[src/rtl/pong_pkg.sv]
// Shared types and constants for the pong match controller.
package pong_pkg;

  typedef enum logic [2:0] {
    IDLE       = 3'd0,
    SERVE_WAIT = 3'd1,
    PLAY       = 3'd2,
    SCORED     = 3'd3,
    GAMEOVER   = 3'd4
  } state_e;

  localparam int   SCORE_W     = 3;
  localparam logic SERVE_LEFT  = 1'b0;
  localparam logic SERVE_RIGHT = 1'b1;

endpackage

[src/rtl/tick_counter.sv]
// Tick-enabled counter cleared by 'clear'; tc fires on the tick that completes
// 'target' counts, and the counter then restarts from zero.
module tick_counter #(
  parameter int W = 8
) (
  input  logic         clk,
  input  logic         reset,
  input  logic         clear,
  input  logic         en,
  input  logic [W-1:0] target,
  output logic         tc
);

  logic [W-1:0] count_q, count_d;

  assign tc = en && (count_q == (target - W'(1)));

  // Next count: clear wins, otherwise advance on tick and wrap at terminal count.
  always_comb begin
    count_d = count_q;
    if (clear) begin
      count_d = '0;
    end else if (tc) begin
      count_d = '0;
    end else if (en) begin
      count_d = count_q + W'(1);
    end else begin
      count_d = count_q;
    end
  end

  // Count register.
  always_ff @(posedge clk) begin
    if (reset) begin
      count_q <= '0;
    end else begin
      count_q <= count_d;
    end
  end

endmodule

[src/rtl/pong_score_ctrl.sv]
// Pong match controller: scoring, serve timing, ball re-centre handshake and
// match end. Optional game-over score flash is enabled by SCORE_FLASH_EN.
module pong_score_ctrl
  import pong_pkg::*;
#(
  parameter int WIN_SCORE   = 7,
  parameter int SERVE_TICKS = 60,
  parameter int FLASH_TICKS = 30
) (
  input  logic               clk,
  input  logic               reset,
  input  logic               tick,
  input  logic               start,
  input  logic               lmiss,
  input  logic               rmiss,
  input  logic               ball_ack,
  output logic [SCORE_W-1:0] Lscore,
  output logic [SCORE_W-1:0] Rscore,
  output logic               resetflag,
  output logic               serve,
  output logic               serve_dir,
  output logic               game_over,
  output logic               winner,
  output logic               display_blank
);

  localparam logic [SCORE_W-1:0] WIN_S   = SCORE_W'(WIN_SCORE);
  localparam logic [7:0]         SERVE_T = 8'(SERVE_TICKS);

  state_e             state_q, state_d;
  logic [SCORE_W-1:0] lscore_q, lscore_d, rscore_q, rscore_d;
  logic               resetflag_q, resetflag_d, serve_q, serve_d;
  logic               serve_dir_q, serve_dir_d, game_over_q, game_over_d;
  logic               winner_q, winner_d, blank_q, blank_d;
  logic               serve_tc;

  tick_counter #(.W(8)) u_serve_cnt (
    .clk    (clk),
    .reset  (reset),
    .clear  (state_q != SERVE_WAIT),
    .en     (tick),
    .target (SERVE_T),
    .tc     (serve_tc)
  );

`ifdef SCORE_FLASH_EN
  logic flash_tc;

  tick_counter #(.W(8)) u_flash_cnt (
    .clk    (clk),
    .reset  (reset),
    .clear  (state_q != GAMEOVER),
    .en     (tick),
    .target (8'(FLASH_TICKS)),
    .tc     (flash_tc)
  );

  // Blank toggles only while staying in GAMEOVER, so it starts at 0 on entry.
  always_comb begin
    blank_d = 1'b0;
    if ((state_q == GAMEOVER) && (state_d == GAMEOVER)) begin
      blank_d = blank_q ^ flash_tc;
    end else begin
      blank_d = 1'b0;
    end
  end
`else
  // Flash disabled: the display is never blanked.
  always_comb begin
    blank_d = 1'b0;
  end
`endif

  // Match FSM next-state and registered-output values.
  always_comb begin
    state_d     = state_q;
    lscore_d    = lscore_q;
    rscore_d    = rscore_q;
    serve_dir_d = serve_dir_q;
    winner_d    = winner_q;
    serve_d     = 1'b0;
    case (state_q)
      IDLE, GAMEOVER: begin
        if (start) begin
          lscore_d = '0;
          rscore_d = '0;
          state_d  = SERVE_WAIT;
        end else begin
          state_d  = state_q;
        end
      end
      SERVE_WAIT: begin
        if (serve_tc) begin
          serve_d = 1'b1;
          state_d = PLAY;
        end else begin
          state_d = SERVE_WAIT;
        end
      end
      PLAY: begin
        // A double miss is a replay: no point and serve direction kept.
        if (lmiss && rmiss) begin
          state_d = SCORED;
        end else if (rmiss) begin
          lscore_d    = lscore_q + SCORE_W'(1);
          serve_dir_d = SERVE_RIGHT;
          state_d     = SCORED;
        end else if (lmiss) begin
          rscore_d    = rscore_q + SCORE_W'(1);
          serve_dir_d = SERVE_LEFT;
          state_d     = SCORED;
        end else begin
          state_d = PLAY;
        end
      end
      SCORED: begin
        if (ball_ack) begin
          if ((lscore_q == WIN_S) || (rscore_q == WIN_S)) begin
            winner_d = (rscore_q == WIN_S);
            state_d  = GAMEOVER;
          end else begin
            state_d  = SERVE_WAIT;
          end
        end else begin
          state_d = SCORED;
        end
      end
      default: begin
        state_d = IDLE;
      end
    endcase
    resetflag_d = (state_d == SCORED);
    game_over_d = (state_d == GAMEOVER);
  end

  // State and output registers.
  always_ff @(posedge clk) begin
    if (reset) begin
      state_q     <= IDLE;
      lscore_q    <= '0;
      rscore_q    <= '0;
      resetflag_q <= 1'b0;
      serve_q     <= 1'b0;
      serve_dir_q <= SERVE_LEFT;
      game_over_q <= 1'b0;
      winner_q    <= 1'b0;
      blank_q     <= 1'b0;
    end else begin
      state_q     <= state_d;
      lscore_q    <= lscore_d;
      rscore_q    <= rscore_d;
      resetflag_q <= resetflag_d;
      serve_q     <= serve_d;
      serve_dir_q <= serve_dir_d;
      game_over_q <= game_over_d;
      winner_q    <= winner_d;
      blank_q     <= blank_d;
    end
  end

  assign Lscore        = lscore_q;
  assign Rscore        = rscore_q;
  assign resetflag     = resetflag_q;
  assign serve         = serve_q;
  assign serve_dir     = serve_dir_q;
  assign game_over     = game_over_q;
  assign winner        = winner_q;
  assign display_blank = blank_q;

endmodule

[config.mk]
export PLATFORM = sky130hd
export DESIGN_NAME = pong_score_ctrl
export DESIGN_NICKNAME = d
export VERILOG_FILES = /design/src/rtl/pong_pkg.sv /design/src/rtl/tick_counter.sv /design/src/rtl/pong_score_ctrl.sv
export SDC_FILE = /design/constraint.sdc
export NUM_CORES = 1
export LEC_CHECK = 0
export BUFFER_PORTS_ARGS = -buffer_cell sky130_fd_sc_hd__buf_2
export CAP_MARGIN = 20
export CORE_UTILIZATION = 43
export CTS_BUF_LIST = sky130_fd_sc_hd__clkbuf_4
export CTS_CLUSTER_DIAMETER = 80
export DETAILED_ROUTE_END_ITERATION = 8
export SLEW_MARGIN = 30
export SYNTH_ARGS = -nofsm -noshare
export SYNTH_HDL_FRONTEND = slang
export SYNTH_HIERARCHICAL = 1
export SYNTH_SLANG_ARGS = --single-unit
[constraint.sdc]
create_clock -name clk -period 2.4 [get_ports clk]
set_input_delay 0.48 -clock clk [delete_from_list [all_inputs] [get_ports clk]]
set_output_delay 0.48 -clock clk [all_outputs]
set_load 0.01 [all_outputs]
==> metrics.md, run 1 <==
| Metric | Value |
|---|---|
| Drt total wl | `2.69 mm` |
| Total CTS buffers | `3` |
| Yosys reg bits | `22` |
| Logic gate share of total power | `10.8%` |
| Starting DRC count in detailed routing | `28` |
| Filler cell count | `322` |
| RSZ-0062 raised after global routing | `no` |
| Total grt overflow | `0` |
| Avg WL per Cell | `10.9 µm` |
| Max FO, Critical Path | `10` |
| Hold Crit Class | `in -> reg` |
| Sequential area share after synthesis | `30.8%` |
| Postcts setup bufs | `0` |
| ANT nets after route | `0` |
| Lkg Pwr | `0.723 nW` |
| Fin Clk Skew | `0.00220 ns` |
| FFs w/ async S/R, synth | `0%` |
| Mapped cell area | `1430 µm²` |
| PortBufs | `17` |
| PostCTS Resize Cnt | `0` |
| Core Rows | `20` |
| R2r setup slk | `0.47 ns` |
| Clock slew at the register clock pins of the worst setup and hold paths | `0.13 ns` |
| Clock power frac | `38.7%` |
| Internal power | `568 µW` |
| Period utilization | `80.4%` |
| Layout Nets | `218` |
| Distinct cells, synth | `51` |
| Die H | `59.7 µm` |
| Final count of hold timing violations | `0` |
| Clock tree buffer depth | `2` |
| Share of cells above drive strength 1 | `15.3%` |
| Critical path data required time | `2.62 ns` |
| Post-route cell area | `1690 µm²` |
| Switching share of power | `23.2%` |
| Reg2reg start | `u_serve_cnt/count_q[5]` |
| Worst-Skew Late Latency | `0.31 ns` |
| Crit path kind | `reg -> reg` |
| Largest area contributor in the netlist | `dfxtp_1` |
| EDFF count, synth | `0` |
| Synth area leaders | `dfxtp_1, ha_1, xnor2_1, nand2b_1, xor2_1` |
| IO Count | `19` |
| Drt pass-1 iters | `4` |
| Post-Syn Instances | `159` |
| Largest net degree at the start of global routing | `27` |
| Core box area | `3100 µm²` |
| Setup Viol. Count Final | `0` |
| Share of the synthesized area in the top cell type | `30.8%` |
| Yosys Warn Count | `6` |
| Gp weighted congestion | `0.778` |
| Clock sinks | `22` |
| CP endpoint | `resetflag` |
| Cts hold-fix bufs | `0` |
| Highest-count cells in the layout ignoring fill and taps | `conb_1, dfxtp_1, buf_2` |
| Initial antenna violation count | `0` |
| Status | `finished, final reports clean` |
| Vias in the first global route | `1,048` |
| P per Cell Area | `439 nW/µm²` |
| Worst r2r dst | `resetflag` |
| DR DRC count | `0` |
| R2R cell count | `7` |
| NetSw | `172 µW` |
| Vias | `1,173` |
| VDD IR max | `381 µV` |
| Total track usage | `17.8%` |
| Critical Path AT | `2.15 ns` |
| F_max | `518 MHz` |
| # diodes | `0` |
| TritonCTS clock tree | `yes` |
| Commonest non-fill, non-tap cell in the layout | `conb_1` |
| Max Cap Viol | `0` |
| Initial Utilization | `46.1%` |
| Dpl cell area | `1630 µm²` |
| Mapped Avg Cell Area | `9.00 µm²` |
| Post-route minimum period | `1.93 ns` |
| H-tree depth | `1` |
| CTS root buffer | `clkbuf_4` |
| Die area | `3560 µm²` |
| Launch point of the worst path | `u_serve_cnt/count_q[5]` |
| CP endpoint kind | `flop` |
| Fin Setup TNS | `0 ns` |
| Die width | `59.7 µm` |
| Max-slew violations | `0` |
| Vias per cell | `4.77` |
| P&R area growth vs syn | `17.8%` |
| Hpwl dp | `2.07 mm` |
| First-pass GRT wire length | `4.72 mm` |
| Seq pwr share | `50.5%` |
| CP startpoint kind | `flop` |
| Dominant synthesized flop cell | `dfxtp_1` |
==> how the worst min path moves through the flow <==
stage	startpoint	end	slack, ns	cells after the start
after floorplan	Lscore[0]	Lscore[0]	0.48	1
after global placement	Lscore[0]	Lscore[0]	0.46	1
after detailed placement	winner	winner	0.47	2
after CTS	ball_ack	winner	0.44	3
after global routing	ball_ack	winner	0.45	3
final	ball_ack	winner	0.45	3
==> registers in the layout (all words and copies together), names as in the netlist <==
signal               count
Lscore                   3
u_serve_cnt/count_q      8
serve_dir                1
state_q                  3
game_over                1
resetflag                1
serve                    1
winner                   1
Rscore                   3
==> per-layer routing <==
layer | global-route usage (%) | up-vias | part of all wire, % | wire, µm
li1 | - | 622 | - | -
met1 | 24.3 | 534 | 51 | 1380
met2 | 28.1 | 15 | 46 | 1230
met3 | 4.55 | 2 | 2.6 | 71
met4 | 3.99 | 0 | 0.33 | 9
met5 | 0 | - | 0 | 0
==> cell families (layout without fill, tap and decap cells) <==
| kind of cell | after synthesis | in the layout | share of synthesized area [%] |
|---|---|---|---|
| AND/OR/NAND/NOR | 60 | 60 | 28.1 |
| AO/OA/AOI/OAI | 29 | 29 | 16.1 |
| flip-flops | 22 | 22 | 30.8 |
| buffers and inverters | 21 | 32 | 6.91 |
| XOR/XNOR | 15 | 15 | 9.18 |
| adder cells (fa/ha/maj) | 8 | 8 | 6.99 |
| other | 2 | 34 | 0.525 |
| multiplexers | 2 | 2 | 1.40 |
==> critical path: stages, from the launching register on <==
cell,delay [ns]
dfxtp_1,0.42
xor2_1,0.10
a21oi_1,0.15
o2111ai_1,0.19
a211oi_4,0.45
and3b_1,0.24
a21oi_1,0.06
a2111oi_2,0.22
==> stage by stage <==
stage	util, %	setup slack, ns	instances	power, mW	hold WS (ns)
after floorplan	-	0.662	191	0.445	0.481
after global placement	52.7	0.559	242	0.457	0.458
after detailed placement	52.7	0.492	242	0.459	0.473
after CTS	54.4	0.467	246	0.745	0.441
after global routing	54.4	0.297	246	0.772	0.452
final	54.4	0.471	246	0.740	0.452
==> layout make-up <==
cell class | instances | area (µm²) | area share [%]
inverter | 11 | 41.3 | 2.45
timing repair buffer | 17 | 85.1 | 5.04
clock inverter | 1 | 30.0 | 1.78
clock buffer | 3 | 22.5 | 1.34
sequential | 22 | 440 | 26.1
multi-input combinational | 148 | 1010 | 60.0
tap | 44 | 55.1 | 3.26
==> cell usage after synthesis (3+ instances only) <==
cell      instances
nor4_1            8
buf_2             4
o21ai_0           3
o32ai_1           4
nand2b_1         10
nand4_1           5
inv_1            11
ha_1              8
xor2_1            7
dfxtp_1          22
a21oi_1           7
nor2b_1           3
nor3_1            4
nor2_1            6
xnor2_1           8
nand2_1           5
==> power by group through the flow <==
stage                     logic (mW)  registers, mW  clock network (mW)
after CTS                     0.0777          0.373               0.294
final                         0.0799          0.374               0.287
after floorplan               0.0678          0.377                   0
after global placement        0.0754          0.382                   0
after global routing          0.0918          0.375               0.306
after detailed placement      0.0771          0.382                   0
Power figures use the tool's default switching activity.
==> run 2, diff against run 1 <==
==> constraint.sdc (replaced) <==
create_clock -name clk -period 1.7 [get_ports clk]
set_input_delay 0.34 -clock clk [delete_from_list [all_inputs] [get_ports clk]]
set_output_delay 0.34 -clock clk [all_outputs]
set_load 0.01 [all_outputs]
==> metrics.md, run 2 (synthesis results as in run 1) <==
| Metric | Value |
|---|---|
| CP endpoint kind | `flop` |
| Commonest non-fill, non-tap cell in the layout | `conb_1` |
| Period utilization | `95.3% (+15 points)` |
| Largest Register | `u_serve_cnt/count_q` |
| Setup Viol. Count Final | `0 (unchanged)` |
| Avg WL per Cell | `10.8 µm (-1.0%)` |
| Clock slew at the register clock pins of the worst setup and hold paths | `0.13 ns (about the same)` |
| Hpwl dp | `2.19 mm (+5.8%)` |
| IO Count | `19 (unchanged)` |
| Die H | `59.7 µm (unchanged)` |
| Final Worst Setup Slack | `0.0798 ns (-0.391 ns)` |
| H-tree depth | `1 (unchanged)` |
| P&R area growth vs syn | `24.7%` |
| Pre-CTS setup slack | `0.0273 ns (-0.465 ns)` |
| Share of cells above drive strength 1 | `23.7% (+8.4 points)` |
| Drt pass-1 iters | `4 (unchanged)` |
| Drt total wl | `2.80 mm (+4.2%)` |
| Total grt overflow | `0 (unchanged)` |
| Critical Path AT | `1.85 ns (-0.30 ns)` |
| CTS root buffer | `clkbuf_4` |
| Initial Utilization | `46.1% (unchanged)` |
| # diodes | `0 (unchanged)` |
| CP cell instances | `o211a_1 > o31a_1 > a211oi_4 > and3b_2 > a21oi_2 > a2111oi_2` |
| Total Power | `910 µW (+23%)` |
| Cts hold-fix bufs | `0 (unchanged)` |
| CP startpoint kind | `flop` |
| Final core occ | `57.5% (+3.2 points)` |
| ANT nets after route | `0 (unchanged)` |
| Final count of hold timing violations | `0 (unchanged)` |
| Clock tree buffer depth | `2 (unchanged)` |
| Non-filler cells, final | `259 (+5.3%)` |
| Critical path data required time | `1.93 ns (-0.69 ns)` |
| Vias per cell | `4.71 (-1.2%)` |
| Status | `finished, final reports clean` |
| Max Cap Viol | `0 (unchanged)` |
| P per Cell Area | `510 nW/µm² (+16%)` |
| CP max-delay cell | `dfxtp_2` |
| Gp weighted congestion | `0.837 (+7.6%)` |
| Worst-Skew Late Latency | `0.32 ns (about the same)` |
| PortBufs | `17 (unchanged)` |
| Crit path kind | `reg -> reg` |
| Core Rows | `20 (unchanged)` |
| Max-slew violations | `0 (unchanged)` |
| Vias | `1,220 (+4.0%)` |
| Filler cell count | `296 (-8.1%)` |
| Total track usage | `18.4% (+0.63 points)` |
| CP max stage delay | `0.34 ns (-0.11 ns)` |
| Highest-count cells in the layout ignoring fill and taps | `conb_1, dfxtp_1, buf_2` |
| TritonCTS clock tree | `yes` |
| Total CTS buffers | `3 (unchanged)` |
| Hold Crit Class | `in -> reg` |
| Clock sinks | `22 (unchanged)` |
| F_max | `617 MHz (+19%)` |
| VDD IR max | `309 µV (-19%)` |
| Core box area | `3100 µm² (unchanged)` |
| Largest net degree at the start of global routing | `16 (-41%)` |
| Largest register FFs | `8 (unchanged)` |
| Initial antenna violation count | `0 (unchanged)` |
| Layout Nets | `231 (+6.0%)` |
| Post-Place Cells | `252 (+4.1%)` |
| Die area | `3560 µm² (unchanged)` |
| Delay-heaviest family, CP | `compound AO/OA/AOI/OAI gates` |
| Starting DRC count in detailed routing | `27 (-3.6%)` |
| Die width | `59.7 µm (unchanged)` |
| Max FO, Critical Path | `3 (-7)` |
| CP bufs+invs | `0 (unchanged)` |
| Lkg Pwr | `0.787 nW (+9.0%)` |
| DR DRC count | `0 (unchanged)` |
| Vias in the first global route | `1,041 (-0.67%)` |
| First-pass GRT wire length | `4.88 mm (+3.4%)` |
| Post-route minimum period | `1.62 ns (-0.309 ns)` |
| Fin Clk Skew | `0.00479 ns (+0.00259 ns)` |
==> run 2: changes by cell type in the layout (fill, tap and decap cells not counted), sizes merged <==
cell | before | now
bufinv | 1 | 0
buf | 17 | 30
clkinv | 0 | 1
==> run 2: per-layer routing <==
metal  vias to the layer above  GRT usage (%)  part of all wire [%]
met5                         -              0                     0
met4                         0           6.98                   1.2
met3                         4           2.81                   3.0
met2                        19           28.7                    46
met1                       548           25.5                    50
li1                        649              -                     -
==> run 2: per-stage QoR <==
stage          setup TNS (ns)  hold slack (ns)  instance area, µm²
3_3_place_gp                0            0.457                1710
5_1_grt               -0.0103            0.333                1790
2_1_floorplan               0            0.412                1550
6_report                    0            0.312                1790
4_1_cts                     0            0.311                1740
3_5_place_dp                0            0.468                1710
==> run 2: path summary, 6_finish.rpt <==
check	from	endpoint	slack, ns	cells after the start
setup / recovery	u_serve_cnt/count_q[2]	resetflag	0.08	6
hold reg to reg	Lscore[0]	Lscore[0]	0.49	1
hold / removal	ball_ack	winner	0.31	3
setup reg to reg	u_serve_cnt/count_q[2]	resetflag	0.08	6
==> run 2: area by class of cell <==
type / instances / area (µm²) / share of cell area, %
Sequential cell: 22 / 444 / 24.9
Tap cell: 44 / 55.1 / 3.08
Multi-Input combinational cell: 148 / 1040 / 58.0
Clock buffer: 3 / 22.5 / 1.26
Inverter: 11 / 41.3 / 2.31
Timing Repair Buffer: 30 / 183 / 10.2
Clock inverter: 1 / 3.75 / 0.210
==> run 2: power breakdown <==
| part | total [mW] | switching, mW | internal [mW] |
|---|---|---|---|
| Clock | 0.257 | 0.171 | 0.0860 |
| Combinational | 0.132 | 0.0793 | 0.0523 |
| Sequential | 0.521 | 0.00238 | 0.519 |
| Total | 0.910 | 0.253 | 0.657 |
==> run 2: what timing repair did <==
item	CTS	global route
endpoints found under the setup margin	0	1
setup buffers	0	3
gates resized for setup	0	8
==> run 2: worst register-to-register path: cells and delay by family (launching register included) <==
kind               cells  cell delay [ns]
DFF                    1             0.34
AOI/OAI and AO/OA      5             0.96
and+or+nand+nor        1             0.24
